## config.mk

```make
export PLATFORM = sky130hd
export DESIGN_NAME = dht11_read_scheduler
export DESIGN_NICKNAME = d
export VERILOG_FILES = /design/src/rtl/dht11_read_scheduler.sv
export SDC_FILE = /design/constraint.sdc
export NUM_CORES = 1
export LEC_CHECK = 0
export ABC_AREA = 1
export CORE_MARGIN = 2
export CORE_UTILIZATION = 40
export DETAILED_ROUTE_END_ITERATION = 6
export PLACE_DENSITY_LB_ADDON = 0.1
export RECOVER_POWER = 50
export REMOVE_ABC_BUFFERS = 1
export SLEW_MARGIN = 20
export SYNTH_ARGS = -nofsm -noshare
export SYNTH_HDL_FRONTEND = slang
export SYNTH_SLANG_ARGS = --single-unit
export TNS_END_PERCENT = 100
```

## constraint.sdc

```tcl
create_clock -name clk_i -period 3.2 [get_ports clk_i]
set_input_delay 0.96 -clock clk_i [delete_from_list [all_inputs] [get_ports clk_i]]
set_output_delay 0.96 -clock clk_i [all_outputs]
set_load 0.05 [all_outputs]
```

## src/rtl/dht11_read_scheduler.sv

```systemverilog
// DHT11 read scheduler: request capture, inter-read holdoff, watchdog, checksum
// verification and retry, and a latched last-good reading with a status code.
module dht11_read_scheduler #(
    parameter int MIN_GAP_CYCLES = 200_000_000,
    parameter int TIMEOUT_CYCLES = 5_000_000,
    parameter int MAX_RETRY      = 3
) (
    input  logic        clk_i,
    input  logic        rst_i,
    input  logic        req_i,
    output logic        req_ack_o,
    output logic        busy_o,
    output logic        sns_start_o,
    input  logic        sns_done_i,
    input  logic        sns_err_i,
    input  logic [39:0] sns_data_i,
    output logic [7:0]  hum_int_o,
    output logic [7:0]  hum_float_o,
    output logic [7:0]  temp_int_o,
    output logic [7:0]  temp_float_o,
    output logic        valid_o,
    output logic [1:0]  status_o,
    output logic        result_stb_o
);

    localparam int HW = (MIN_GAP_CYCLES > 1) ? $clog2(MIN_GAP_CYCLES) : 1;
    localparam int WW = (TIMEOUT_CYCLES > 1) ? $clog2(TIMEOUT_CYCLES) : 1;
    localparam int RW = (MAX_RETRY > 0) ? $clog2(MAX_RETRY + 1) : 1;

    localparam logic [HW-1:0] HOLD_LOAD = HW'(MIN_GAP_CYCLES - 1);
    localparam logic [WW-1:0] WD_LAST   = WW'(TIMEOUT_CYCLES - 1);
    localparam logic [RW-1:0] RETRY_MAX = RW'(MAX_RETRY);

    localparam logic [1:0] ST_OK  = 2'b00;
    localparam logic [1:0] ST_CHK = 2'b01;
    localparam logic [1:0] ST_TMO = 2'b10;
    localparam logic [1:0] ST_ERR = 2'b11;

    typedef enum logic [2:0] {
        S_IDLE   = 3'd0,
        S_GAP    = 3'd1,
        S_START  = 3'd2,
        S_WAIT   = 3'd3,
        S_CHECK  = 3'd4,
        S_FAIL   = 3'd5,
        S_REPORT = 3'd6
    } state_t;

    // Sum of the four payload bytes, truncated to 8 bits, against the checksum byte.
    function automatic logic checksum_ok(input logic [39:0] d);
        logic [7:0] sum;
        sum = d[39:32] + d[31:24] + d[23:16] + d[15:8];
        return (sum == d[7:0]);
    endfunction

    state_t          state_q,   state_d;
    logic            pending_q, pending_d;
    logic [RW-1:0]   retry_q,   retry_d;
    logic [HW-1:0]   holdoff_q, holdoff_d;
    logic [WW-1:0]   wd_q,      wd_d;
    logic [39:0]     data_q,    data_d;
    logic [1:0]      code_q,    code_d;
    logic            ack_q,     ack_d;
    logic            busy_q,    busy_d;
    logic            start_q,   start_d;
    logic            stb_q,     stb_d;
    logic [1:0]      status_q,  status_d;
    logic [7:0]      hi_q, hi_d, hf_q, hf_d, ti_q, ti_d, tf_q, tf_d;
    logic            valid_q,   valid_d;

    // Next-state, counters and registered-output decode.
    always_comb begin
        state_d   = state_q;
        pending_d = pending_q;
        retry_d   = retry_q;
        wd_d      = wd_q;
        data_d    = data_q;
        code_d    = code_q;
        ack_d     = 1'b0;
        stb_d     = 1'b0;
        status_d  = status_q;
        hi_d      = hi_q;
        hf_d      = hf_q;
        ti_d      = ti_q;
        tf_d      = tf_q;
        valid_d   = valid_q;

        if (state_q == S_START) begin
            holdoff_d = HOLD_LOAD;
        end else if (holdoff_q != '0) begin
            holdoff_d = holdoff_q - HW'(1);
        end else begin
            holdoff_d = '0;
        end

        case (state_q)
            S_IDLE: begin
                if (pending_q) begin
                    state_d = S_GAP;
                    retry_d = '0;
                end else if (req_i) begin
                    pending_d = 1'b1;
                    ack_d     = 1'b1;
                end else begin
                    pending_d = 1'b0;
                end
            end
            S_GAP: begin
                if (holdoff_q == '0) begin
                    state_d = S_START;
                end else begin
                    state_d = S_GAP;
                end
            end
            S_START: begin
                wd_d    = '0;
                state_d = S_WAIT;
            end
            S_WAIT: begin
                wd_d = wd_q + WW'(1);
                // A protocol error outranks a simultaneous done.
                if (sns_err_i) begin
                    code_d  = ST_ERR;
                    state_d = S_FAIL;
                end else if (sns_done_i) begin
                    data_d  = sns_data_i;
                    state_d = S_CHECK;
                end else if (wd_q == WD_LAST) begin
                    code_d  = ST_TMO;
                    state_d = S_FAIL;
                end else begin
                    state_d = S_WAIT;
                end
            end
            S_CHECK: begin
                if (checksum_ok(data_q)) begin
                    code_d  = ST_OK;
                    state_d = S_REPORT;
                end else begin
                    code_d  = ST_CHK;
                    state_d = S_FAIL;
                end
            end
            S_FAIL: begin
                if (retry_q < RETRY_MAX) begin
                    retry_d = retry_q + RW'(1);
                    state_d = S_GAP;
                end else begin
                    state_d = S_REPORT;
                end
            end
            S_REPORT: begin
                stb_d    = 1'b1;
                status_d = code_q;
                if (code_q == ST_OK) begin
                    hi_d    = data_q[39:32];
                    hf_d    = data_q[31:24];
                    ti_d    = data_q[23:16];
                    tf_d    = data_q[15:8];
                    valid_d = 1'b1;
                end else begin
                    valid_d = valid_q;
                end
                pending_d = 1'b0;
                state_d   = S_IDLE;
            end
            default: begin
                state_d = S_IDLE;
            end
        endcase

        start_d = (state_d == S_START);
        busy_d  = pending_d | (state_d != S_IDLE);
    end

    // State and output registers; reset re-arms the power-up holdoff.
    always_ff @(posedge clk_i) begin
        if (rst_i) begin
            state_q   <= S_IDLE;
            pending_q <= 1'b0;
            retry_q   <= '0;
            holdoff_q <= HOLD_LOAD;
            wd_q      <= '0;
            data_q    <= 40'h00_0000_0000;
            code_q    <= 2'b00;
            ack_q     <= 1'b0;
            busy_q    <= 1'b0;
            start_q   <= 1'b0;
            stb_q     <= 1'b0;
            status_q  <= 2'b00;
            hi_q      <= 8'h00;
            hf_q      <= 8'h00;
            ti_q      <= 8'h00;
            tf_q      <= 8'h00;
            valid_q   <= 1'b0;
        end else begin
            state_q   <= state_d;
            pending_q <= pending_d;
            retry_q   <= retry_d;
            holdoff_q <= holdoff_d;
            wd_q      <= wd_d;
            data_q    <= data_d;
            code_q    <= code_d;
            ack_q     <= ack_d;
            busy_q    <= busy_d;
            start_q   <= start_d;
            stb_q     <= stb_d;
            status_q  <= status_d;
            hi_q      <= hi_d;
            hf_q      <= hf_d;
            ti_q      <= ti_d;
            tf_q      <= tf_d;
            valid_q   <= valid_d;
        end
    end

    assign req_ack_o    = ack_q;
    assign busy_o       = busy_q;
    assign sns_start_o  = start_q;
    assign result_stb_o = stb_q;
    assign status_o     = status_q;
    assign hum_int_o    = hi_q;
    assign hum_float_o  = hf_q;
    assign temp_int_o   = ti_q;
    assign temp_float_o = tf_q;
    assign valid_o      = valid_q;

endmodule
```

==> results.py, run 1 <==
metrics = {
    "status": {
        "status": "complete, no violations",
    },
    "global_routing": {
        "grt_usage_pct": 17.4,
        "antenna_found_initial": 0,
        "grt_max_degree": 58,
        "grt_pass1_wl_um": 24600,
        "grt_pass1_vias": 5258,
        "grt-ovfl-total": 0,
    },
    "logic_synthesis": {
        "synth_top_area_share_pct": 42.6,
        "synth_area_sq_um": 6480,
        "avgSynthCellArea_sq_um": 7.42,
        "yosys_warnings": 0,
        "synth_most_common_cell": "nor2_1",
        "ys_seq_area_share_pct": 42.6,
        "synth_cell_type_count": 43,
        "yosys-top-cells-area": "dfxtp_1 43%, nor2_1 11%, o21ai_0 8.0%",
        "synthTopCellsByCount": "184 x nor2_1, 138 x dfxtp_1, 113 x nand2_1",
        "ys_dominant_reg_cell": "dfxtp_1",
        "async_reset_ff_share_pct": 0,
        "synth.ff_latch_count": 138,
        "syn-instance-count": 874,
        "synth_edf_count": 0,
        "synth_top_area_cell": "dfxtp_1",
    },
    "detailed_routing": {
        "firstDrtPassIters": 4,
        "via_per_inst": 4.69,
        "wirelength_um": 14500,
        "avgRoutedWirePerCell_um": 12.3,
        "ant_nets": 0,
        "drc": 0,
        "vias": 5551,
        "first_iter_violations": 354,
    },
    "critical_path": {
        "end_kind": "flop",
        "cp_data_required_time_ns": 3.55,
        "critPathArrivalTime_ns": 3.51,
        "path_max_fanout": 2,
        "crit_type": "flop to flop",
        "start_kind": "flop",
    },
    "floorplan": {
        "floorplan.rows": 46,
        "ios": 84,
        "initial_core_util_pct": 40.8,
        "core_sq_um": 15900,
        "die-area_sq_um": 17200,
        "dieHeight_um": 131,
        "die_w_um": 131,
    },
    "power": {
        "power_density_nw_per_um2": 498,
        "p_leak_nw": 3.34,
        "ir_worst_vdd_uv": 347,
        "finalPower_mw": 4.09,
    },
    "final_layout": {
        "final_cell_count_no_fill": 1184,
        "nNetsFinal": 1024,
        "area_delta_synth_final_pct": 26.5,
        "drive_above_1_share_pct": 7.64,
        "fillers": 1604,
        "n_antenna_cell": 0,
    },
    "placement": {
        "post-place-cells": 1150,
        "dp_hpwl_um": 10100,
        "gp_congestion": 0.803,
        "numPortBuffers": 83,
    },
    "clocking": {
        "clk_pin_slew_ns": 0.06,
        "cts_sinks": 138,
        "clockBufferDepth": 2,
        "cts_buffers": 17,
        "clock_latency_ns": 0.42,
        "ctsRootBufferMaster": "clkbuf_16",
        "htree_levels": 4,
        "cts_tree": "yes",
    },
    "sta": {
        "tightest_slew_ns": 1.09,
        "final-setup-viol-count": 0,
        "min_period_ns": 3.16,
        "fmax_ghz": 0.317,
        "rsz0062_at_grt": "true",
        "period_share_pct": 98.6,
        "final_max_slew_viol_count": 0,
        "worst_clock_skew_ns": 0.0108,
        "maxSlewHeadroom_pct": 27.2,
        "final_hold_viol_count": 0,
    },
    "job": {
        "maxCapViolCount": 0,
    },
    "worst_hold_path": {
        "min_path_type": "flop to flop",
    },
}
## flip-flops by register name, summed over array words and instances, names as in the netlist
register	cells
result_stb_o	1
busy_o	1
holdoff_q	28
status_o	2
valid_o	1
wd_q	23
state_q	3
code_q	2
data_q	40
req_ack_o	1
hum_float_o	8
hum_int_o	8
temp_int_o	8
temp_float_o	8
sns_start_o	1
pending_q	1
retry_q	2
## cell type report
cell class | count | area (sq um) | share of cell area (%)
Clock buffer | 19 | 453 | 5.52
Clock inverter | 13 | 215 | 2.62
Inverter | 93 | 349 | 4.25
Tap cell | 216 | 270 | 3.29
Timing Repair Buffer | 94 | 897 | 10.9
Multi-Input combinational cell | 611 | 3260 | 39.7
Sequential cell | 138 | 2760 | 33.7
## cell families (layout without fill, tap and decap cells)
logic type,count (synthesis),after routing,synth area share [%]
AND/OR/NAND/NOR,393,393,26.6
AO/OA/AOI/OAI,171,171,14.0
flip-flops,138,138,42.6
buffers and inverters,125,219,7.37
adder cells (fa/ha/maj),24,24,6.25
XOR/XNOR,23,23,3.11
## metrics by stage
stage               hold slack [ns]  setup TNS, ns  setup WS (ns)  util [%]  cell area, sq um
global placement              0.443              0         0.0341      47.4              7520
CTS                           0.462              0         0.0114      51.7              8220
global route                  0.495         -0.564         -0.167      51.6              8200
floorplan                     0.420              0          0.176         -              6350
finish                        0.454              0         0.0435      51.6              8200
detailed placement            0.450        -0.0932        -0.0467      47.4              7520
## metal layers
layer | wire, um | GRT usage, % | vias up
met5 | 0 | 0 | -
met4 | 216 | 7.07 | 0
met3 | 518 | 4.86 | 12
met2 | 6740 | 27.7 | 80
met1 | 7040 | 22.4 | 2462
li1 | - | - | 2997
## worst max-delay path, stage by stage, from the launching register on
cell     delay, ns
dfxtp_2       0.33
fa_1          0.52
inv_1         0.05
fa_1          0.49
inv_2         0.05
ha_4          0.15
fa_2          0.52
nand2_1       0.05
nand2_1       0.06
nand3_1       0.08
nor2_1        0.11
nand3_1       0.13
nor3_1        0.16
nand3_1       0.12
a21oi_2       0.15
nor2b_1       0.13
## cell usage in the layout (no fill, tap or decap), types with 3 or more instances in the layout
cell type	n
nor2_1	185
dfxtp_1	137
nand2_1	113
o21ai_0	106
inv_1	86
clkdlybuf4s50_1	82
a21oi_1	46
nand3_1	39
clkbuf_16	17
nor3_1	16
xor2_1	15
fa_1	13
nand4_1	12
ha_1	9
xnor2_1	8
inv_2	7
buf_4	6
bufinv_16	5
nor2_2	4
clkinvlp_4	4
nand3b_1	3
nand2_2	3
nor3_4	3
nor3_2	3
a211oi_1	3
clkbuf_1	3
## final timing paths
path	cells past startpoint	end	start	slack, ns
hold / removal	1	holdoff_q[0]$_SDFF_PP1_	holdoff_q[0]$_SDFF_PP1_	0.45
hold reg to reg	1	holdoff_q[0]$_SDFF_PP1_	holdoff_q[0]$_SDFF_PP1_	0.45
setup reg to reg	15	sns_start_o$_SDFF_PP0_	data_q[9]$_SDFFE_PP0P_	0.04
setup / recovery	15	sns_start_o$_SDFF_PP0_	data_q[9]$_SDFFE_PP0P_	0.04
## repair_timing
item,4_1_cts,5_1_grt
gates cloned,0,0
setup endpoints to repair,3,5
hold buffers,0,0
resized for setup,6,1
pin swaps,6,5
buffers inserted,1,1
## power breakdown
part / internal, mW / switching, mW / leakage [nW] / total, mW
combinational: 0.0739 / 0.0745 / 1.91 / 0.148
sequential: 1.73 / 0.00641 / 1.11 / 1.74
clock: 1.43 / 0.772 / 0.312 / 2.20
total: 3.23 / 0.853 / 3.33 / 4.09
Note: power is estimated with default switching activity, not from simulation.
==> run 2, diff against run 1 <==
Settings changed: CTS_CLUSTER_DIAMETER set to 120.
==> results of run 2 <==
Same layout as run 1: the final DEF is identical, and so are final timing and power.
